--- src/rtl/detector_pkg.sv ---
// Shared encodings for the serial pattern generator and its sequence detector.
// One-hot FSM states plus the default detector pattern.
package detector_pkg;
  localparam int STATE_W = 4;

  localparam logic [STATE_W-1:0] S_IDLE  = 4'b0001;
  localparam logic [STATE_W-1:0] S_SHIFT = 4'b0010;
  localparam logic [STATE_W-1:0] S_GAP   = 4'b0100;
  localparam logic [STATE_W-1:0] S_DONE  = 4'b1000;

  localparam logic [3:0] DET_PATTERN = 4'b1011;
endpackage

--- src/rtl/pattern_piso.sv ---
// MSB-first parallel-in serial-out register with bit counter; load wins over shift.
// Zero latency on msb after load; no backpressure, shifts whenever shift=1.
module pattern_piso #(
  parameter int PAT_W = 4
) (
  input  logic             clk,
  input  logic             rst_n,
  input  logic             load,
  input  logic             shift,
  input  logic [PAT_W-1:0] din,
  output logic             msb,
  output logic             last_bit
);
  localparam int BC_W = $clog2(PAT_W);

  logic [PAT_W-1:0] sh;
  logic [BC_W-1:0]  bit_cnt;

  assign msb      = sh[PAT_W-1];
  assign last_bit = (bit_cnt == BC_W'(PAT_W - 1));

  always_ff @(posedge clk or negedge rst_n) begin
    if (!rst_n) begin
      sh      <= '0;
      bit_cnt <= '0;
    end else if (load) begin
      sh      <= din;
      bit_cnt <= '0;
    end else if (shift) begin
      sh      <= {sh[PAT_W-2:0], 1'b0};
      bit_cnt <= last_bit ? '0 : bit_cnt + 1'b1;
    end
  end
endmodule

--- src/rtl/serial_pattern_gen.sv ---
// Repeats a captured pattern MSB-first with optional idle gaps; first bit one cycle after start.
// No backpressure: start is only sampled in idle, abort returns to idle on the next clock.
module serial_pattern_gen
  import detector_pkg::*;
#(
  parameter int PAT_W = 4,
  parameter int CNT_W = 4,
  parameter int GAP_W = 3
) (
  input  logic               clk_i,
  input  logic               rst_i,
  input  logic               start_i,
  input  logic [PAT_W-1:0]   pattern_i,
  input  logic [CNT_W-1:0]   repeat_i,
  input  logic [GAP_W-1:0]   gap_i,
  input  logic               abort_i,
  output logic               signal_o,
  output logic               valid_o,
  output logic               busy_o,
  output logic               done_o,
  output logic [STATE_W-1:0] current_state_o
);
  logic [STATE_W-1:0] state;
  logic [PAT_W-1:0]   pat_q;
  logic [CNT_W-1:0]   rem_cnt;
  logic [GAP_W-1:0]   gap_q;
  logic [GAP_W-1:0]   gap_cnt;

  logic             piso_load;
  logic             piso_shift;
  logic [PAT_W-1:0] piso_din;
  logic             piso_msb;
  logic             last_bit;

  pattern_piso #(.PAT_W(PAT_W)) u_piso (
    .clk      (clk_i),
    .rst_n    (rst_i),
    .load     (piso_load),
    .shift    (piso_shift),
    .din      (piso_din),
    .msb      (piso_msb),
    .last_bit (last_bit)
  );

  // Reloads use the captured copy so mid-operation input changes have no effect.
  always_comb begin
    piso_load  = 1'b0;
    piso_shift = (state == S_SHIFT);
    piso_din   = pat_q;
    if (state == S_IDLE && start_i && repeat_i != '0) begin
      piso_load = 1'b1;
      piso_din  = pattern_i;
    end else if (state == S_SHIFT && !abort_i && last_bit &&
                 rem_cnt != CNT_W'(1) && gap_q == '0) begin
      piso_load = 1'b1;
    end else if (state == S_GAP && !abort_i && gap_cnt == GAP_W'(1)) begin
      piso_load = 1'b1;
    end
  end

  always_ff @(posedge clk_i or negedge rst_i) begin
    if (!rst_i) begin
      state   <= S_IDLE;
      pat_q   <= '0;
      rem_cnt <= '0;
      gap_q   <= '0;
      gap_cnt <= '0;
    end else begin
      case (state)
        S_IDLE: begin
          if (start_i) begin
            if (repeat_i != '0) begin
              pat_q   <= pattern_i;
              rem_cnt <= repeat_i;
              gap_q   <= gap_i;
              state   <= S_SHIFT;
            end else begin
              state <= S_DONE;
            end
          end
        end
        S_SHIFT: begin
          if (abort_i) begin
            state <= S_IDLE;
          end else if (last_bit) begin
            rem_cnt <= rem_cnt - 1'b1;
            if (rem_cnt == CNT_W'(1)) begin
              state <= S_DONE;
            end else if (gap_q != '0) begin
              gap_cnt <= gap_q;
              state   <= S_GAP;
            end
          end
        end
        S_GAP: begin
          if (abort_i) begin
            state <= S_IDLE;
          end else if (gap_cnt == GAP_W'(1)) begin
            state <= S_SHIFT;
          end else begin
            gap_cnt <= gap_cnt - 1'b1;
          end
        end
        S_DONE:  state <= S_IDLE;
        default: state <= S_IDLE;
      endcase
    end
  end

  // Exact compares so an illegal encoding drives every output low.
  assign valid_o         = (state == S_SHIFT);
  assign signal_o        = valid_o & piso_msb;
  assign busy_o          = (state == S_SHIFT) || (state == S_GAP);
  assign done_o          = (state == S_DONE);
  assign current_state_o = state;
endmodule

--- config.mk ---
export PLATFORM = sky130hd
export DESIGN_NAME = serial_pattern_gen
export DESIGN_NICKNAME = d
export VERILOG_FILES = /design/src/rtl/detector_pkg.sv /design/src/rtl/pattern_piso.sv /design/src/rtl/serial_pattern_gen.sv
export SDC_FILE = /design/constraint.sdc
export NUM_CORES = 1
export LEC_CHECK = 0
export ABC_AREA = 1
export CORE_MARGIN = 8
export CORE_UTILIZATION = 25
export DETAILED_ROUTE_END_ITERATION = 6
export PLACE_DENSITY_LB_ADDON = 0.2
export SKIP_CTS_REPAIR_TIMING = 1
export SLEW_MARGIN = 30
export SYNTH_ARGS = -nofsm -noshare
export SYNTH_HDL_FRONTEND = slang
export SYNTH_SLANG_ARGS = --single-unit
--- constraint.sdc ---
create_clock -name clk_i -period 1.3 [get_ports clk_i]
set_clock_uncertainty 0.05 [all_clocks]
set_input_delay 0.195 -clock clk_i [delete_from_list [all_inputs] [get_ports clk_i]]
set_output_delay 0.195 -clock clk_i [all_outputs]
set_load 0.02 [all_outputs]
==> results of run 1 <==
through the flow:
step | TNS, ns | instance area (um^2) | hold WS (ns) | power, uW | setup WS (ns)
6_report | -5.377 | 2392 | 0.2145 | 4755 | -0.3029
2_1_floorplan | -2.611 | 1558 | -0.1506 | 2767 | -0.2469
3_5_place_dp | -8.482 | 2133 | 0.4105 | 3743 | -0.4180
4_1_cts | -10.19 | 2205 | 0.2176 | 4425 | -0.6821
3_3_place_gp | -8.295 | 2133 | 0.4060 | 3728 | -0.3890
5_1_grt | -7.678 | 2392 | 0.2266 | 5151 | -0.3851
metal layers:
metal / vias up / wire [um]
met1: 648 / 1900
met4: 0 / 31
met5: - / 0
met2: 26 / 1676
li1: 768 / -
met3: 4 / 143
cells by family after synthesis:
kind of cell	Yosys count	share of synthesized area, %
flip-flops	24	39.46
XOR/XNOR	3	1.723
AND/OR/NAND/NOR	108	36.18
AO/OA/AOI/OAI	23	8.449
adder cells (fa/ha/maj)	5	4.102
buffers and inverters	35	10.09
worst register-to-register path, delay by kind of cell, from the launching register on:
| family | cells | cell delay [ns] |
|---|---|---|
| flip-flops | 1 | 0.46 |
| AND/OR/NAND/NOR | 6 | 0.66 |
| buffers and inverters | 2 | 0.34 |
cell type report:
type	count	area (um^2)	share of cell area, %
timing repair buffer	68	611.8	25.58
clock inverter	1	30.03	1.255
multi-input combinational	139	884.6	36.98
sequential	24	605.6	25.31
tap	75	93.84	3.923
clock buffer	3	41.29	1.726
inverter	32	125.1	5.230
registers in the layout, summed over array words and instances, names as in the netlist:
register / flops
current_state_o: 4
pat_q: 4
rem_cnt: 4
u_piso.sh: 4
gap_cnt: 3
gap_q: 3
u_piso.bit_cnt: 2
power by group through the flow:
stage | Combinational [uW] | Sequential, uW | Clock [uW]
finish | 2790 | 1290 | 672
global route | 3110 | 1330 | 711
CTS | 2460 | 1280 | 684
detailed placement | 2450 | 1290 | 0
global placement | 2440 | 1290 | 0
floorplan | 1430 | 1340 | 0
cell usage after synthesis (3+ instances only):
| library cell | n |
|---|---|
| sky130_fd_sc_hd__nand2_2 | 4 |
| sky130_fd_sc_hd__nor2_1 | 8 |
| sky130_fd_sc_hd__a21oi_1 | 5 |
| sky130_fd_sc_hd__xnor2_1 | 3 |
| sky130_fd_sc_hd__nor2_2 | 3 |
| sky130_fd_sc_hd__ha_1 | 5 |
| sky130_fd_sc_hd__nand3_1 | 12 |
| sky130_fd_sc_hd__buf_6 | 3 |
| sky130_fd_sc_hd__nor2_4 | 6 |
| sky130_fd_sc_hd__o21ai_0 | 11 |
| sky130_fd_sc_hd__nand2_1 | 61 |
| sky130_fd_sc_hd__nand4_1 | 6 |
| sky130_fd_sc_hd__inv_1 | 30 |
| sky130_fd_sc_hd__dfrtp_1 | 23 |
final timing paths:
path	cells past startpoint	slack (ns)	start	endpoint
max in group asynchronous	2	0.75	rst_i	current_state_o[0]
min reg2reg	2	0.43	gap_cnt[1]	gap_cnt[1]
min	2	0.21	rst_i	rem_cnt[2]
max reg2reg	8	-0.30	current_state_o[2]	u_piso.sh[3]
max	8	-0.30	current_state_o[2]	u_piso.sh[3]
min in group clk_i	2	0.43	gap_cnt[1]	gap_cnt[1]
==> results.toml, run 1 <==
[floorplanning]
io-pin-count = 23
fp.dieW_um = 94.11
die-area_um2 = 8856
die_height_um = 94.11
core-area_um2 = 5921
row_count = 28
initial_utilization_pct = 25.76

[synth]
syn-mean-instance-area_um2 = 7.703
synth-edff-count = 0
synth.yosys.seq_area_share_pct = 39.46
synth_top_area_share_pct = 37.74
synth_seq_cells = 24
ys_async_sr_fraction_pct = 100.0
synth_cell_types = 27
synthTopCellsByArea = "sky130_fd_sc_hd__dfrtp_1, sky130_fd_sc_hd__nand2_1, sky130_fd_sc_hd__inv_1"
ys.flop_type = "sky130_fd_sc_hd__dfrtp_1"
post_synthesis_cells = 198
synthesis.yosys.warnings = 0
synth.cell_area_um2 = 1525
synth_fp_nets = 218
synth.largest_area_cell = "sky130_fd_sc_hd__dfrtp_1"

[power]
fraction_of_power_consumed_by_sequential_logic_pct = 27.1
combinational_power_share_pct = 58.7
clockPowerShare_pct = 14.1
irDropWorstVdd_v = 0.0008547
netSwitchingFraction_pct = 39.78
internal_power_uw = 2864
pwr_per_cell_area_nw_per_um2 = 1988
switching_power_uw = 1891
leakagePower_uw = 0.001183

[route]
antenna_violating_nets_post_route = 0
drc = 0
routed_wire_length_per_instance_um = 10.97
drt-pass1-iter-count = 4
num_vias = 1446
via_per_inst = 4.228
drt_wl_total_mm = 3.752
detailedRoute.firstIterationViolations = 55

[clocking]
cts_tree = "built"
cts-buffers-inserted = 3
clk-insertion-delay-late_ns = 0.27
clock_tree.root_cell = "sky130_fd_sc_hd__clkbuf_8"
clk_transition_reported_paths_ns = 0.10
cts-htree-levels = 1
clock_path_buffers = 2
cts.sink_count = 24

[global_route]
grt_pass1_vias = 1373
antenna_found_initial = 0
grt_use_total_pct = 8.863
globalRouteMet1Util_pct = 12.10
largest_net_degree_at_the_start_of_global_routing = 25
grt_pass1_wl_mm = 6.251
grt-ovfl-total = 0
globalRouteMet3Util_pct = 1.998
gr-max-usage-layer = "met2"
global_route.usage.met2_pct = 13.42

[placed_design]
gpl.final_weighted_congestion = 0.8056
portBuffers = 22
dp_cells = 328
detailedPlacementHpwl_mm = 2.921

[sta]
grt_setup_unrepaired = "yes"
max-slew-margin-rel_pct = 83.62
setup_slack_of_the_critical_path_after_layout_ns = -0.3029
finalCriticalPeriod_ns = 1.603
period_share_pct = 123.3
clock.fmax_mhz = 623.9
worst_slew_pin_slew_ns = 0.2448
finalHoldViolations = 0
setup-violations-final = 29
report.final.slew_viol_count = 0

[worst_setup_path]
critPathRequiredTime_ns = 1.42
critical_path_buf_inv_count = 2
setup.worst_path.end_class = "flip-flop"
worst-path-max-fanout = 8
critPathLaunchType = "flip-flop"
cp_slowest_stage_delay_ns = 0.46
slowest_cell_on_crit_path = "sky130_fd_sc_hd__dfrtp_2"
timing_worst_setup_path_type = "reg -> reg"
cp_data_arrival_time_ns = 1.73
critPathTopFamily = "simple AND/OR/NAND/NOR gates"
critical_path_cell_by_cell = "nor2_4, nand3_4, buf_8, nor2_4, nand3_4, buf_4, nand4_1, nand2_1"

[cells_and_area]
fraction_of_final_layout_cells_with_drive_strength_greater_than_1_pct = 38.58
layout_common_cells = "sky130_fd_sc_hd__nand2_1, sky130_fd_sc_hd__buf_4, sky130_fd_sc_hd__inv_1"
final_common_cell = "sky130_fd_sc_hd__nand2_1"
fin_nets = 288
syn_to_final_growth_pct = 56.85
fillCellCount = 621
finalCoreUtilization_pct = 40.41
instances_no_fill = 342
insertedDiodeCount = 0

[outcome]
failing_checks = "negative setup slack"
outcome = "finished, violations left"

[hold_path]
min-delay-path-class = "in -> async"

[run]
max_cap_viol_count = 0
No activity file was read; power rests on OpenSTA's default activity.
==> run 2, diff against run 1 <==
--- a/config.mk
+++ b/config.mk
@@ -9,7 +9,9 @@
 export CORE_MARGIN = 8
 export CORE_UTILIZATION = 25
 export DETAILED_ROUTE_END_ITERATION = 6
+export GPL_TIMING_DRIVEN = 0
 export PLACE_DENSITY_LB_ADDON = 0.2
+export REMOVE_ABC_BUFFERS = 1
 export SKIP_CTS_REPAIR_TIMING = 1
 export SLEW_MARGIN = 30
 export SYNTH_ARGS = -nofsm -noshare
==> run 2 against run 1 <==
Compared with the run above:
- cell area fell by 14%
- combinational power fell by 22%
- fmax fell by 3.7%
- the run still ends with negative setup slack left
- register-to-register slack got worse by 0.02 ns
- worst hold slack improved by 0.18 ns
==> results.toml, run 2 (synthesized netlist as in run 1, its figures left out) <==
[worst_setup_path]
register_to_register_setup_slack_ns = -0.32
crit-reg2reg-capture = "gap_cnt[0]"
worst_r2r_path_depth = 10
r2r-start = "current_state_o[0]"
worst-path-max-fanout = 9
timing_worst_setup_path_type = "reg -> out"
setup.worst_path.end_class = "output port"
critPathRequiredTime_ns = 1.05
critPathLaunchType = "flip-flop"
cp_data_arrival_time_ns = 1.42

[global_route]
grt_pass1_vias = 1288
grt-ovfl-total = 0
largest_net_degree_at_the_start_of_global_routing = 25
antenna_found_initial = 0
grt_pass1_wl_mm = 6.085
grt_use_total_pct = 8.601

[clocking]
clock_tree.root_cell = "sky130_fd_sc_hd__clkbuf_8"
cts.sink_count = 24
cts-htree-levels = 1
cts-buffers-inserted = 3
clk_transition_reported_paths_ns = 0.09
clock_path_buffers = 2
cts_tree = "built"
clk-insertion-delay-late_ns = 0.27

[floorplanning]
core-area_um2 = 5921
fp.dieW_um = 94.11
io-pin-count = 23
die_height_um = 94.11
die-area_um2 = 8856
row_count = 28
initial_utilization_pct = 25.76

[run]
max_cap_viol_count = 0

[placed_design]
detailedPlacementHpwl_mm = 2.656
place_ws_ns = -0.6362
detailed_place.area_um2 = 1800
portBuffers = 22
dp_cells = 292
gpl.final_weighted_congestion = 0.8186

[route]
antenna_violating_nets_post_route = 0
drt-pass1-iter-count = 4
via_per_inst = 4.318
detailedRoute.firstIterationViolations = 58
num_vias = 1343
routed_wire_length_per_instance_um = 12.06
drc = 0
drt_wl_total_mm = 3.750

[cells_and_area]
fraction_of_final_layout_cells_with_drive_strength_greater_than_1_pct = 27.12
layout_common_cells = "sky130_fd_sc_hd__nand2_1, sky130_fd_sc_hd__inv_1, sky130_fd_sc_hd__dfrtp_1"
instances_no_fill = 311
postLayoutCellArea_um2 = 2052
fin_nets = 257
area.sequential_um2 = 605.6
final_common_cell = "sky130_fd_sc_hd__nand2_1"
multi_input_comb_area_um2 = 858.3
syn_to_final_growth_pct = 34.54
fillCellCount = 632
insertedDiodeCount = 0

[sta]
finalHoldViolations = 0
report.final.slew_viol_count = 0
max-slew-margin-rel_pct = 62.36
tns_ns = -6.082
grt_setup_unrepaired = "yes"
setup_slack_of_the_critical_path_after_layout_ns = -0.3642
setup-violations-final = 28
worst_slew_pin_slew_ns = 0.5646
finalCriticalPeriod_ns = 1.664
clock.fmax_mhz = 600.9
period_share_pct = 128.0

[hold_path]
min-delay-path-class = "in -> async"

[power]
irDropWorstVdd_v = 0.0007895
leakagePower_uw = 0.001038
pwr_per_cell_area_nw_per_um2 = 1977

[outcome]
failing_checks = "negative setup slack"
outcome = "finished, violations left"
-- run 2: cell count changes in the layout (fill, tap and decap cells not counted), sizes merged --
cell and change:
buf -34, bufinv -1, clkbuf +1, clkdlybuf4s50 -1, dlygate4sd3 +1, dlymetal6s2s +2
nand3 +1
-- run 2: how the worst max path moves through the flow --
| stage | startpoint | slack, ns | cells after the start | endpoint |
|---|---|---|---|---|
| after detailed placement | current_state_o[2] | -0.64 | 4 | valid_o |
| final | current_state_o[1] | -0.36 | 4 | busy_o |
| after CTS | current_state_o[2] | -0.93 | 4 | valid_o |
| after global placement | current_state_o[1] | -0.63 | 4 | busy_o |
| after floorplan | current_state_o[1] | -0.27 | 6 | rem_cnt[1] |
| after global routing | current_state_o[1] | -0.42 | 4 | busy_o |
-- run 2: power by group --
part / total, uW / internal, uW / switching, uW / leakage (uW)
logic: 2190 / 924 / 1270 / 0.000718
registers: 1340 / 1090 / 246 / 0.000290
clock network: 526 / 271 / 255 / 0.0000288
total: 4060 / 2290 / 1770 / 0.00104
-- run 2: metrics by stage --
| step | hold WS, ns | utilization [%] | power [uW] |
|---|---|---|---|
| after detailed placement | 0.1831 | 30.41 | 3162 |
| after CTS | -0.1154 | 31.34 | 3697 |
| after global placement | 0.4076 | 30.49 | 3155 |
| after floorplan | -0.1506 | - | 2640 |
| after global routing | 0.4459 | 34.66 | 4460 |
| final | 0.3968 | 34.66 | 4056 |
-- run 2: final cells by class --
| type | count | share of cell area, % |
|---|---|---|
| timing repair buffer | 36 | 15.43 |
| inverter | 32 | 5.976 |
| multi-input combinational | 140 | 41.83 |
| tap | 75 | 4.573 |
| sequential | 24 | 29.51 |
| clock buffer | 4 | 2.683 |
-- run 2: worst max-delay path, cell delays in order (launching register included) --
cell and delay [ns]:
sky130_fd_sc_hd__dfrtp_2 0.50, sky130_fd_sc_hd__nor2_2 0.24, sky130_fd_sc_hd__nand2_4 0.13, sky130_fd_sc_hd__nand2_1 0.10
sky130_fd_sc_hd__clkbuf_2 0.17
-- run 2: metal layers --
metal / share of wire (%) / GRT usage [%]
met2: 43 / 13.65
met3: 5.3 / 2.798
met5: 0 / 0
met1: 50 / 11.03
met4: 1.1 / 1.849
==> run 3, diff against run 2 <==
--- a/config.mk
+++ b/config.mk
@@ -6,12 +6,15 @@
 export NUM_CORES = 1
 export LEC_CHECK = 0
 export ABC_AREA = 1
+export ABC_CLOCK_PERIOD_IN_PS = 1300
 export CORE_MARGIN = 8
 export CORE_UTILIZATION = 25
 export DETAILED_ROUTE_END_ITERATION = 6
 export GPL_TIMING_DRIVEN = 0
+export MAX_ROUTING_LAYER = met4
 export PLACE_DENSITY_LB_ADDON = 0.2
 export REMOVE_ABC_BUFFERS = 1
+export SETUP_SLACK_MARGIN = 0.3
 export SKIP_CTS_REPAIR_TIMING = 1
 export SLEW_MARGIN = 30
 export SYNTH_ARGS = -nofsm -noshare
==> run 3 against run 2 <==
Compared with the run above:
- the run ends with negative hold slack, negative setup slack left
- non-clock buffer count down 1
- sequential power about the same
- sequential share of layout area up 0.35 points
- cell area down 1.2%
- global-route usage up 0.28 points
- count of clock-buffer cells in the layout unchanged
- flip-flop and latch count unchanged
- highest routed layer unchanged
- largest cell class unchanged
- worst hold slack worse by 0.54 ns
==> results.toml, run 3 (synthesized netlist as in run 1, its figures left out) <==
[worst_setup_path]
cp_data_arrival_time_ns = 1.42
critPathLaunchType = "flip-flop"
crit-reg2reg-capture = "gap_cnt[0]"
slowest_cell_on_crit_path = "sky130_fd_sc_hd__dfrtp_2"
critical_path_cell_by_cell = "nor2_2, nand2_4, nand2_1, clkbuf_2"
setup.worst_path.end_class = "output port"
timing_worst_setup_path_type = "reg -> out"
critPathRequiredTime_ns = 1.05
worst_r2r_path_depth = 10
cp_slowest_stage_delay_ns = 0.50
r2r-start = "current_state_o[0]"
crit_start = "current_state_o[1]"
timing.critical_path.to = "busy_o"
register_to_register_setup_slack_ns = -0.31
worst-path-max-fanout = 9

[sta]
setup_slack_of_the_critical_path_after_layout_ns = -0.3636
finalHoldViolations = 23
period_share_pct = 128.0
holdWs_ns = -0.1459
max-slew-margin-rel_pct = 62.20
setup-violations-final = 28
worst_slew_pin_slew_ns = 0.5670
report.final.slew_viol_count = 0
clock.fmax_mhz = 601.1
finalCriticalPeriod_ns = 1.664
grt_setup_unrepaired = "yes"

[hold_path]
min-delay-path-class = "in -> async"

[route]
drc = 0
via_per_inst = 4.326
routed_wire_length_per_instance_um = 12.09
drt-pass1-iter-count = 4
detailedRoute.firstIterationViolations = 58
num_vias = 1341
antenna_violating_nets_post_route = 0
drt_wl_total_mm = 3.747

[clocking]
clock_tree.root_cell = "sky130_fd_sc_hd__clkbuf_8"
clk_transition_reported_paths_ns = 0.09
clk-insertion-delay-late_ns = 0.27
cts-buffers-inserted = 3
clock_path_buffers = 2
cts.sink_count = 24
cts_tree = "built"
cts-htree-levels = 1

[cells_and_area]
fin_nets = 256
area.sequential_um2 = 605.6
fillCellCount = 636
insertedDiodeCount = 0
instances_no_fill = 310
final_common_cell = "sky130_fd_sc_hd__nand2_1"
fraction_of_final_layout_cells_with_drive_strength_greater_than_1_pct = 28.09
multi_input_comb_area_um2 = 853.3
layout_common_cells = "sky130_fd_sc_hd__nand2_1, sky130_fd_sc_hd__inv_1, sky130_fd_sc_hd__dfrtp_1"
syn_to_final_growth_pct = 32.98

[floorplanning]
die-area_um2 = 8856
row_count = 28
core-area_um2 = 5921
io-pin-count = 23
die_height_um = 94.11
initial_utilization_pct = 25.76
fp.dieW_um = 94.11

[placed_design]
dp_cells = 292
detailedPlacementHpwl_mm = 2.656
gpl.final_weighted_congestion = 0.8307
portBuffers = 22
place_ws_ns = -0.6362

[global_route]
grt-ovfl-total = 0
grt_pass1_wl_mm = 6.099
antenna_found_initial = 0
grt_pass1_vias = 1286
largest_net_degree_at_the_start_of_global_routing = 25
grt_use_total_pct = 8.882

[outcome]
failing_checks = "negative hold slack, negative setup slack"
outcome = "finished, violations left"

[power]
pwr_per_cell_area_nw_per_um2 = 1996
leakagePower_uw = 0.001001
irDropWorstVdd_v = 0.0007925
p_total_uw = 4048

[run]
max_cap_viol_count = 0
## run 3: metal layers
layer / part of all wire (%) / track usage, % / up-vias / routed length, um
met1: 52 / 11.32 / 607 / 1959
met4: 1.2 / 1.849 / 0 / 44
li1: - / - / 699 / -
met2: 43 / 13.65 / 31 / 1605
met5: 0 / - / - / 0
met3: 3.7 / 2.478 / 4 / 138
## run 3: per-stage QoR
stage / TNS [ns] / cell area [um^2] / utilization, %
2_1_floorplan: -4.322 / 1491 / -
3_3_place_gp: -19.88 / 1805 / 30.49
3_5_place_dp: -10.72 / 1800 / 30.41
4_1_cts: -11.90 / 1856 / 31.34
5_1_grt: -8.964 / 2028 / 34.26
6_report: -6.143 / 2028 / 34.26
## run 3: critical path: cells and delay by family (launching register included)
kind	cells	cell delay [ns]
flops	1	0.50
buf+inv	1	0.17
simple gates	3	0.48
## run 3: power by group
group          switching, uW  internal, uW  leakage (uW)  total [uW]
combinational           1270           915      0.000682        2180
clock                    255           271     0.0000288         526
sequential               247          1090      0.000290        1340
total                   1770          2280       0.00100        4050
## run 3: layout make-up
cell class / count / area share (%)
inverters: 32 / 6.046
flip-flops and latches: 24 / 29.86
well taps: 75 / 4.627
clock buffers: 4 / 2.714
repair buffers: 35 / 14.68
multi-input cells: 140 / 42.07
## run 3: worst min-delay path by stage
stage / from / endpoint / slack, ns / depth (start not counted)
final: rst_i / rem_cnt[2] / -0.15 / 1
after global routing: rst_i / rem_cnt[1] / -0.10 / 1
after CTS: rst_i / rem_cnt[1] / -0.12 / 1
after detailed placement: rst_i / rem_cnt[1] / 0.18 / 1
after global placement: gap_cnt[1] / gap_cnt[1] / 0.41 / 2
after floorplan: rst_i / current_state_o[1] / -0.15 / 0
